[src/rtl/instr_prefetch_pkg.sv]
// rtl/instr_prefetch_pkg.sv - shared defaults and fetch FSM encoding for the prefetch front-end
package instr_prefetch_pkg;

  localparam int DEFAULT_WORD_WIDTH = 16;
  localparam int DEFAULT_DEPTH      = 4;

  typedef enum logic [1:0] {
    FETCH_IDLE    = 2'd0,
    FETCH_REQ     = 2'd1,
    FETCH_DISCARD = 2'd2
  } fetch_state_e;

endpackage

[src/rtl/instr_queue.sv]
// rtl/instr_queue.sv - registered sync FIFO of {instr, pc} pairs with flush, no bypass
module instr_queue #(
  parameter int WIDTH = 32,
  parameter int DEPTH = 4
) (
  input  logic                     clk,
  input  logic                     do_reset_n,
  input  logic                     push,
  input  logic                     pop,
  input  logic                     flush,
  input  logic [WIDTH-1:0]         wdata,
  output logic [WIDTH-1:0]         head,
  output logic [$clog2(DEPTH):0]   count,
  output logic                     full,
  output logic                     empty
);

  localparam int AW = $clog2(DEPTH);
  localparam int CW = AW + 1;

  logic [WIDTH-1:0] mem_q [DEPTH];
  logic [WIDTH-1:0] mem_d [DEPTH];
  logic [AW-1:0]    wr_ptr_q, wr_ptr_d;
  logic [AW-1:0]    rd_ptr_q, rd_ptr_d;
  logic [CW-1:0]    count_q, count_d;

  // Flush wins over a same-cycle push or pop.
  always_comb begin
    mem_d    = mem_q;
    wr_ptr_d = wr_ptr_q;
    rd_ptr_d = rd_ptr_q;
    count_d  = count_q;
    if (flush) begin
      wr_ptr_d = '0;
      rd_ptr_d = '0;
      count_d  = '0;
    end else begin
      if (push) begin
        mem_d[wr_ptr_q] = wdata;
        wr_ptr_d        = wr_ptr_q + AW'(1);
      end
      if (pop) begin
        rd_ptr_d = rd_ptr_q + AW'(1);
      end
      case ({push, pop})
        2'b10:   count_d = count_q + CW'(1);
        2'b01:   count_d = count_q - CW'(1);
        default: count_d = count_q;
      endcase
    end
  end

  always_ff @(posedge clk) begin
    if (!do_reset_n) begin
      wr_ptr_q <= '0;
      rd_ptr_q <= '0;
      count_q  <= '0;
    end else begin
      wr_ptr_q <= wr_ptr_d;
      rd_ptr_q <= rd_ptr_d;
      count_q  <= count_d;
    end
  end

  always_ff @(posedge clk) begin
    mem_q <= mem_d;
  end

  assign empty = (count_q == '0);
  assign full  = (count_q == CW'(DEPTH));
  assign head  = empty ? '0 : mem_q[rd_ptr_q];
  assign count = count_q;

endmodule

[src/rtl/instr_prefetch.sv]
// rtl/instr_prefetch.sv - sequential instruction fetch with redirect flush feeding a decoder queue
module instr_prefetch
  import instr_prefetch_pkg::*;
#(
  parameter int                    WORD_WIDTH = DEFAULT_WORD_WIDTH,
  parameter int                    DEPTH      = DEFAULT_DEPTH,
  parameter logic [WORD_WIDTH-1:0] RESET_ADDR = '0
) (
  input  logic                  clk,
  input  logic                  do_reset_n,
  output logic                  mem_req,
  output logic [WORD_WIDTH-1:0] mem_addr,
  input  logic                  mem_ack,
  input  logic [WORD_WIDTH-1:0] mem_data,
  input  logic                  redirect,
  input  logic [WORD_WIDTH-1:0] redirect_addr,
  output logic [WORD_WIDTH-1:0] instr,
  output logic [WORD_WIDTH-1:0] instr_pc,
  output logic                  instr_valid,
  input  logic                  instr_ready
);

  localparam int CW = $clog2(DEPTH) + 1;

  fetch_state_e          state_q, state_d;
  logic [WORD_WIDTH-1:0] fp_q, fp_d;

  logic                    push;
  logic                    pop;
  logic [CW-1:0]           q_count;
  logic [CW-1:0]           count_next;
  logic                    q_full;
  logic                    q_empty;
  logic [2*WORD_WIDTH-1:0] q_head;

  assign push        = (state_q == FETCH_REQ) && mem_ack && !redirect;
  assign pop         = instr_valid && instr_ready;
  assign count_next  = q_count + CW'(push) - CW'(pop);

  always_comb begin
    state_d = state_q;
    fp_d    = fp_q;
    case (state_q)
      FETCH_IDLE: begin
        if (redirect) begin
          fp_d    = redirect_addr;
          state_d = FETCH_REQ;
        end else if (!q_full || pop) begin
          state_d = FETCH_REQ;
        end
      end
      FETCH_REQ: begin
        if (redirect) begin
          fp_d    = redirect_addr;
          state_d = mem_ack ? FETCH_REQ : FETCH_DISCARD;
        end else if (mem_ack) begin
          fp_d    = fp_q + WORD_WIDTH'(1);
          state_d = (count_next < CW'(DEPTH)) ? FETCH_REQ : FETCH_IDLE;
        end
      end
      FETCH_DISCARD: begin
        // The stale read must complete before a request for the new target can start.
        if (redirect) begin
          fp_d = redirect_addr;
        end
        if (mem_ack) begin
          state_d = FETCH_REQ;
        end
      end
      default: begin
        state_d = FETCH_IDLE;
      end
    endcase
  end

  always_ff @(posedge clk) begin
    if (!do_reset_n) begin
      state_q <= FETCH_IDLE;
      fp_q    <= RESET_ADDR;
    end else begin
      state_q <= state_d;
      fp_q    <= fp_d;
    end
  end

  instr_queue #(
    .WIDTH (2*WORD_WIDTH),
    .DEPTH (DEPTH)
  ) u_queue (
    .clk        (clk),
    .do_reset_n (do_reset_n),
    .push       (push),
    .pop        (pop),
    .flush      (redirect),
    .wdata      ({mem_data, fp_q}),
    .head       (q_head),
    .count      (q_count),
    .full       (q_full),
    .empty      (q_empty)
  );

  assign mem_req     = (state_q != FETCH_IDLE);
  assign mem_addr    = fp_q;
  assign instr_valid = !q_empty;
  assign instr       = q_head[2*WORD_WIDTH-1:WORD_WIDTH];
  assign instr_pc    = q_head[WORD_WIDTH-1:0];

endmodule
[config.mk]
export PLATFORM = sky130hd
export DESIGN_NAME = instr_prefetch
export DESIGN_NICKNAME = d
export VERILOG_FILES = /design/src/rtl/instr_prefetch_pkg.sv /design/src/rtl/instr_queue.sv /design/src/rtl/instr_prefetch.sv
export SDC_FILE = /design/constraint.sdc
export NUM_CORES = 1
export LEC_CHECK = 0
export BUFFER_PORTS_ARGS = -buffer_cell sky130_fd_sc_hd__clkbuf_2
export CAP_MARGIN = 20
export CORE_ASPECT_RATIO = 1.4
export CORE_MARGIN = 2
export CORE_UTILIZATION = 52
export DETAILED_ROUTE_END_ITERATION = 16
export PLACE_DENSITY = 0.76
export SLEW_MARGIN = 0
export SYNTH_ARGS = -nofsm -noshare
export SYNTH_HDL_FRONTEND = slang
export SYNTH_SLANG_ARGS = --single-unit
[constraint.sdc]
create_clock -name clk -period 1.96 [get_ports clk]
set_input_delay 0.392 -clock clk [delete_from_list [all_inputs] [get_ports clk]]
set_output_delay 0.392 -clock clk [all_outputs]
set_load 0.01 [all_outputs]
# --- After elaboration in Yosys (flattened, before gate mapping) ---
# Cells that the tools add are included.
word_totals:
  in_bits: 37
  elab_cells: 71
  regBits: 153
  out_inout_bits: 50
classes:
  bitwise_logic: 4
  n_lt_le_gt_ge: 4
  n_reduce_logical: 18
  add_sub_neg: 7
  n_eq_ne: 9
  n_mux: 20
op_table:
  columns: ["operator", "n"]
  rows:
  - ["$bwmux 128", 1]
  - ["$mux 32", 4]
  - ["$bmux 32 s2", 1]
  - ["$demux 32 s2", 1]
  - ["$mux 16", 3]
  - ["$pmux 16 s2", 1]
  - ["$add 16x1->16 const B", 1]
  - ["$mux 2", 6]
  - ["$ge 3x3->1 const B", 2]
  - ["$ne 3x3->1 const B", 2]
  - ["$not 2->3", 2]
  - ["$pmux 2 s3", 1]
  - ["$pmux 3 s2", 1]
  - ["$reduce_and 3->1", 2]
  - ["$reduce_bool 2->1", 3]
  - ["$add 2x1->2 const B", 2]
  - ["$eq 2x1->1 const B", 2]
  - ["$eq 2x2->1 const B", 2]
  - ["$logic_and 1x1->1", 4]
  - ["$reduce_or 2->1", 2]
  - ["$add 3x1->3", 1]
  - ["$add 3x1->3 const B", 1]
  - ["$eq 3x3->1 const B", 1]
  - ["$logic_not 1->1", 3]
  - ["12 further kinds", 13]

# --- Longest topological paths before layout ---
logic_depth:
  word_depth: 10
  mapped_depth: 9
  ltp_nobuf: 8

# --- Cells and area by module ---
# Synthesis repeated with hierarchy kept, for this count alone.
hier_totals:
  hier_cells: 422
  hier_area_um2: 6597.6
by_module_without_submodules:
  columns: ["mod", "area_each_um2", "seq_area_each_um2", "instances", "cells_each"]
  rows:
  - ["instr_queue", 5272.6, 3983.8, 1, 248]
  - ["instr_prefetch", 1325.0, 360.3, 1, 174]

# --- Worst setup path after synthesis ---
# Ideal clock, no wire load.
synth_path:
  kind: "input to register"
  from: "input mem_ack"
  to: "register u_queue.mem_q[0] (netlist name) (enable)"
  path_stages: 3
  required_time_ps: 1568
  path_buffers: 1
  setup_ps: 392
  t_arrival_ps: 1732
  path_slack_ps: -164
  path_cell_list: "nor4bb_1 clkbuf_1 and2_1"
synth_via:
  elab_chain_len: 3
synth_lines:
  columns: ["element", "line_no", "source"]
  rows:
  - ["start: declaration", "instr_prefetch.sv:13", "input logic mem_ack,"]
  - ["$logic_and 1x1->1 (2 in series)", "instr_prefetch.sv:36", "assign push = (state_q == FETCH_REQ) && mem_ack && !redirect;"]
  - ["$reduce_and 2->1 (no source line)", null, null]
  - ["end signal: assignment", "instr_queue.sv:66", "mem_q <= mem_d;"]
  - ["end: declaration", "instr_queue.sv:21", "logic [WIDTH-1:0] mem_q [DEPTH];"]
# No other way between the ends.
# A chain may end at the register's enable or synchronous reset.

# --- Worst setup path in the final report ---
layout_path:
  from: "register u_queue.rd_ptr_q[0]"
  to: "output instr_pc[10]"
layout_via:
  elab_chain_len: 5
layout_lines:
  columns: ["element", "line_no", "source"]
  rows:
  - ["start: declaration", "instr_queue.sv:24", "logic [AW-1:0] rd_ptr_q, rd_ptr_d;"]
  - ["start signal: assignment", "instr_queue.sv:60", "rd_ptr_q <= rd_ptr_d;"]
  - ["$not 2->3 (implied by the code)", "instr_queue.sv:71", "assign head = empty ? '0 : mem_q[rd_ptr_q];"]
  - ["$bmux 32 s2", "instr_queue.sv:71", null]
  - ["$mux 32 (implied by the code) (2 in series)", "instr_queue.sv:71", null]
  - ["$mux 32", "instr_queue.sv:71", null]
  - ["end: declaration", "instr_prefetch.sv:18", "output logic [WORD_WIDTH-1:0] instr_pc,"]
# No other way between the ends. The select of a mux whose other input is x is not followed.

==> flow_summary.toml <==
[run_status]
run_status = "complete, but fails checks"
violations = "negative setup slack"

[power]
p_clk_frac = 0.431
power_leakage_nw = 2.988
peakVddDrop_mv = 0.5562
switching_power_mw = 1.627
swShare = 0.2162
seqPwrFrac = 0.489
p_comb_frac = 0.080
p_int_mw = 5.897
power_density_nw_per_um2 = 906.1

[floorplan]
die_y_um = 136.5
row_count = 48
core_area_um2 = 12310
die_w_um = 98.66
initial_core_util = 0.5298
die_area_um2 = 13470
io_pins = 87

[critical_path]
worstPathRequired_ns = 1.57
path_max_fanout = 5
cp-start-kind = "flop"
worstSetupPathType = "reg2out"
cp-end-kind = "output pin"
cp.arrival_ns = 1.86

[clock_network]
clockRootBuffer = "clkbuf_16"
cts_sinks = 153
clk_pin_slew_ns = 0.06
ctsHoldBuffers = 0
clk_latency_ns = 0.42
htreeDepth = 4
cts_inserted_buffers = 17
cts_tree = "done"
clockBufferDepth = 2

[logic_synthesis]
synth-seq-cells = 153
netlist_area_um2 = 6523
async_flop_share = 0
synth.yosys.seq_area_share = 0.6660
syn_area_per_cell_um2 = 15.28
yosysWarnings = 0
synth-edff-count = 128
syn_inst = 427
synth_fp_nets = 473
synth-main-ff-cell = "edfxtp_1"
ys_types = 51

[global_route]
antenna_found_initial = 0
grt_pass1_vias = 4373
globalRouteMet2Util = 0.3696
grt_util_met1 = 0.2559
grtUsageMet3 = 0.06027
grt.busiest_layer = "met2"
grt_overflow = 0
grt_pass1_wl_um = 22070
grt.total_usage = 0.2161
grt_max_degree = 35

[timing]
finalCritPeriodShare = 1.148
finalSetupViolations = 33
fin_hold_ws_ns = 0.1940
fin_worst_skew_ns = 0.008362
rsz0062_at_grt = "true"
tightest_slew_ns = 0.4917
hold_violations = 0
layout_setup_ws_ns = -0.2908
slew_violations = 0
max_slew_margin = 0.6692
clock.fmax_ghz = 0.4443
fin_crit_ns = 2.251

[routing]
vias = 4240
drt-pass1-iter-count = 5
drt.antenna.violating_nets = 0
vias_per_cell = 5.897
routedWlPerCell_um = 19.54
drc = 0
drtIter0Drc = 253
finalWirelength_um = 14050

[placement]
dpl_worst_slack_ns = -0.04059
place.gp.congestion = 0.8708
dp_cells = 683
port_buffers = 86
dpl.hpwl_um = 8871

[finish]
register_area_um2 = 4354
fin_cells = 719
fin_nets = 602
multi_input_area_um2 = 2128
drive_gt1_frac = 0.4183
diodes = 0
fill_cells = 841
syn2layout_area_growth_pct = 27.32

[min_path]
hp-class = "in2reg"

[run]
maxCapViolations = 0
==> power by group through the flow <==
| stage | clock [mW] | combinational (mW) | sequential [mW] |
|---|---|---|---|
| 6_report | 3.24 | 0.603 | 3.68 |
| 3_5_place_dp | 0 | 0.575 | 3.74 |
| 4_1_cts | 3.27 | 0.589 | 3.68 |
| 2_1_floorplan | 0 | 0.270 | 3.77 |
| 5_1_grt | 3.41 | 0.657 | 3.69 |
| 3_3_place_gp | 0 | 0.557 | 3.74 |
==> flip-flops by register name (all words and copies together) (netlist names) <==
name and count:
state_q 2, u_queue.rd_ptr_q 2, mem_addr 16, u_queue.mem_q 128, u_queue.count 3, u_queue.wr_ptr_q 2
==> cells in the mapped netlist (3+ instances only) <==
| cell | number | area, µm² |
|---|---|---|
| a21oi_1 | 16 | 80.08 |
| and2_1 | 41 | 256.5 |
| buf_2 | 5 | 25.02 |
| clkbuf_1 | 20 | 75.07 |
| dfxtp_1 | 25 | 500.5 |
| edfxtp_1 | 128 | 3844 |
| ha_1 | 8 | 100.1 |
| inv_1 | 12 | 45.04 |
| mux4_2 | 32 | 720.7 |
| nand2_1 | 20 | 75.07 |
| nand2b_1 | 8 | 50.05 |
| nand3_1 | 8 | 40.04 |
| nand4_1 | 6 | 37.54 |
| nor2_1 | 16 | 60.06 |
| nor2b_1 | 3 | 18.77 |
| nor3_1 | 7 | 35.03 |
| nor4_1 | 5 | 31.28 |
| o21ai_0 | 10 | 50.05 |
| o22ai_1 | 5 | 31.28 |
| or2_2 | 4 | 25.02 |
| or3_1 | 4 | 25.02 |
| xnor2_1 | 3 | 26.28 |
| xor2_1 | 4 | 35.03 |
==> placed cells by master, fill, tap and decap left out, types with 6 or more instances in the layout <==
cell type  count
edfxtp_1     128
clkbuf_2      80
buf_4         37
mux4_2        32
and2_1        22
dfxtp_1       21
nand2_1       20
clkbuf_16     18
nor2_1        16
and2_4        15
a21oi_1       15
inv_1         11
o21ai_0       10
nand2b_1       8
nand3_1        8
buf_12         8
nor3_1         7
buf_6          7
nand4_1        6
==> cell families (layout without fill, tap and decap cells) <==
| family | count (synthesis) | in the layout | share of synthesized area |
|---|---|---|---|
| buffers and inverters | 37 | 179 | 0.02225 |
| xor gates and xnor gates | 7 | 7 | 0.009400 |
| muxes | 35 | 35 | 0.1153 |
| AOI/OAI and AO/OA | 52 | 52 | 0.05276 |
| DFF | 153 | 153 | 0.6660 |
| adders and majority gates | 9 | 9 | 0.01842 |
| and+or+nand+nor | 134 | 134 | 0.1159 |
==> final cells by class <==
cell class | instances | area share
Inverter | 12 | 0.005424
Clock buffer | 21 | 0.05801
Timing Repair Buffer | 135 | 0.1189
Tap cell | 150 | 0.02260
Sequential cell | 153 | 0.5243
Clock inverter | 11 | 0.01446
Multi-Input combinational cell | 237 | 0.2563
==> worst paths after layout <==
check,slack (ns),end,startpoint,depth (start not counted)
max reg2reg,-0.03,state_q[0]$_SDFFE_PN0P_,u_queue.count[1]$_SDFFE_PP0P_,8
max,-0.29,instr_pc[10],u_queue.rd_ptr_q[0]$_SDFFE_PP0P_,5
min reg2reg,0.54,u_queue.count[1]$_SDFFE_PP0P_,u_queue.count[1]$_SDFFE_PP0P_,2
min,0.19,u_queue.mem_q[27]$_DFFE_PP_,mem_data[11],1
==> layer usage <==
metal | routed length (µm) | up-vias
li1 | - | 1909
met1 | 5336 | 2141
met2 | 7578 | 163
met3 | 771 | 27
met4 | 367 | 0
met5 | 0 | -
==> worst max-delay path: stages (launching register included) <==
cell and delay [ns]:
dfxtp_4 0.39, buf_12 0.13, buf_16 0.12, mux4_2 0.51, and2_4 0.18, buf_6 0.11
==> per-stage QoR <==
stage / total power [mW] / setup TNS (ns) / utilization / area (µm²)
final: 7.524 / -7.174 / 0.6745 / 8304
after global routing: 7.754 / -9.351 / 0.6745 / 8304
after CTS: 7.538 / -8.057 / 0.6650 / 8188
after detailed placement: 4.320 / -0.04059 / 0.6074 / 7478
after global placement: 4.295 / -0.03038 / 0.6074 / 7478
after floorplan: 4.043 / -0.005526 / - / 6535
==> timing repair <==
action                                  in CTS  in global routing
buffers inserted                             1                  1
endpoints found under the setup margin      33                 34
pin swaps                                    1                  5
gates cloned                                 2                  0
resized for setup                           14                 29
Power figures use the tool's default switching activity.
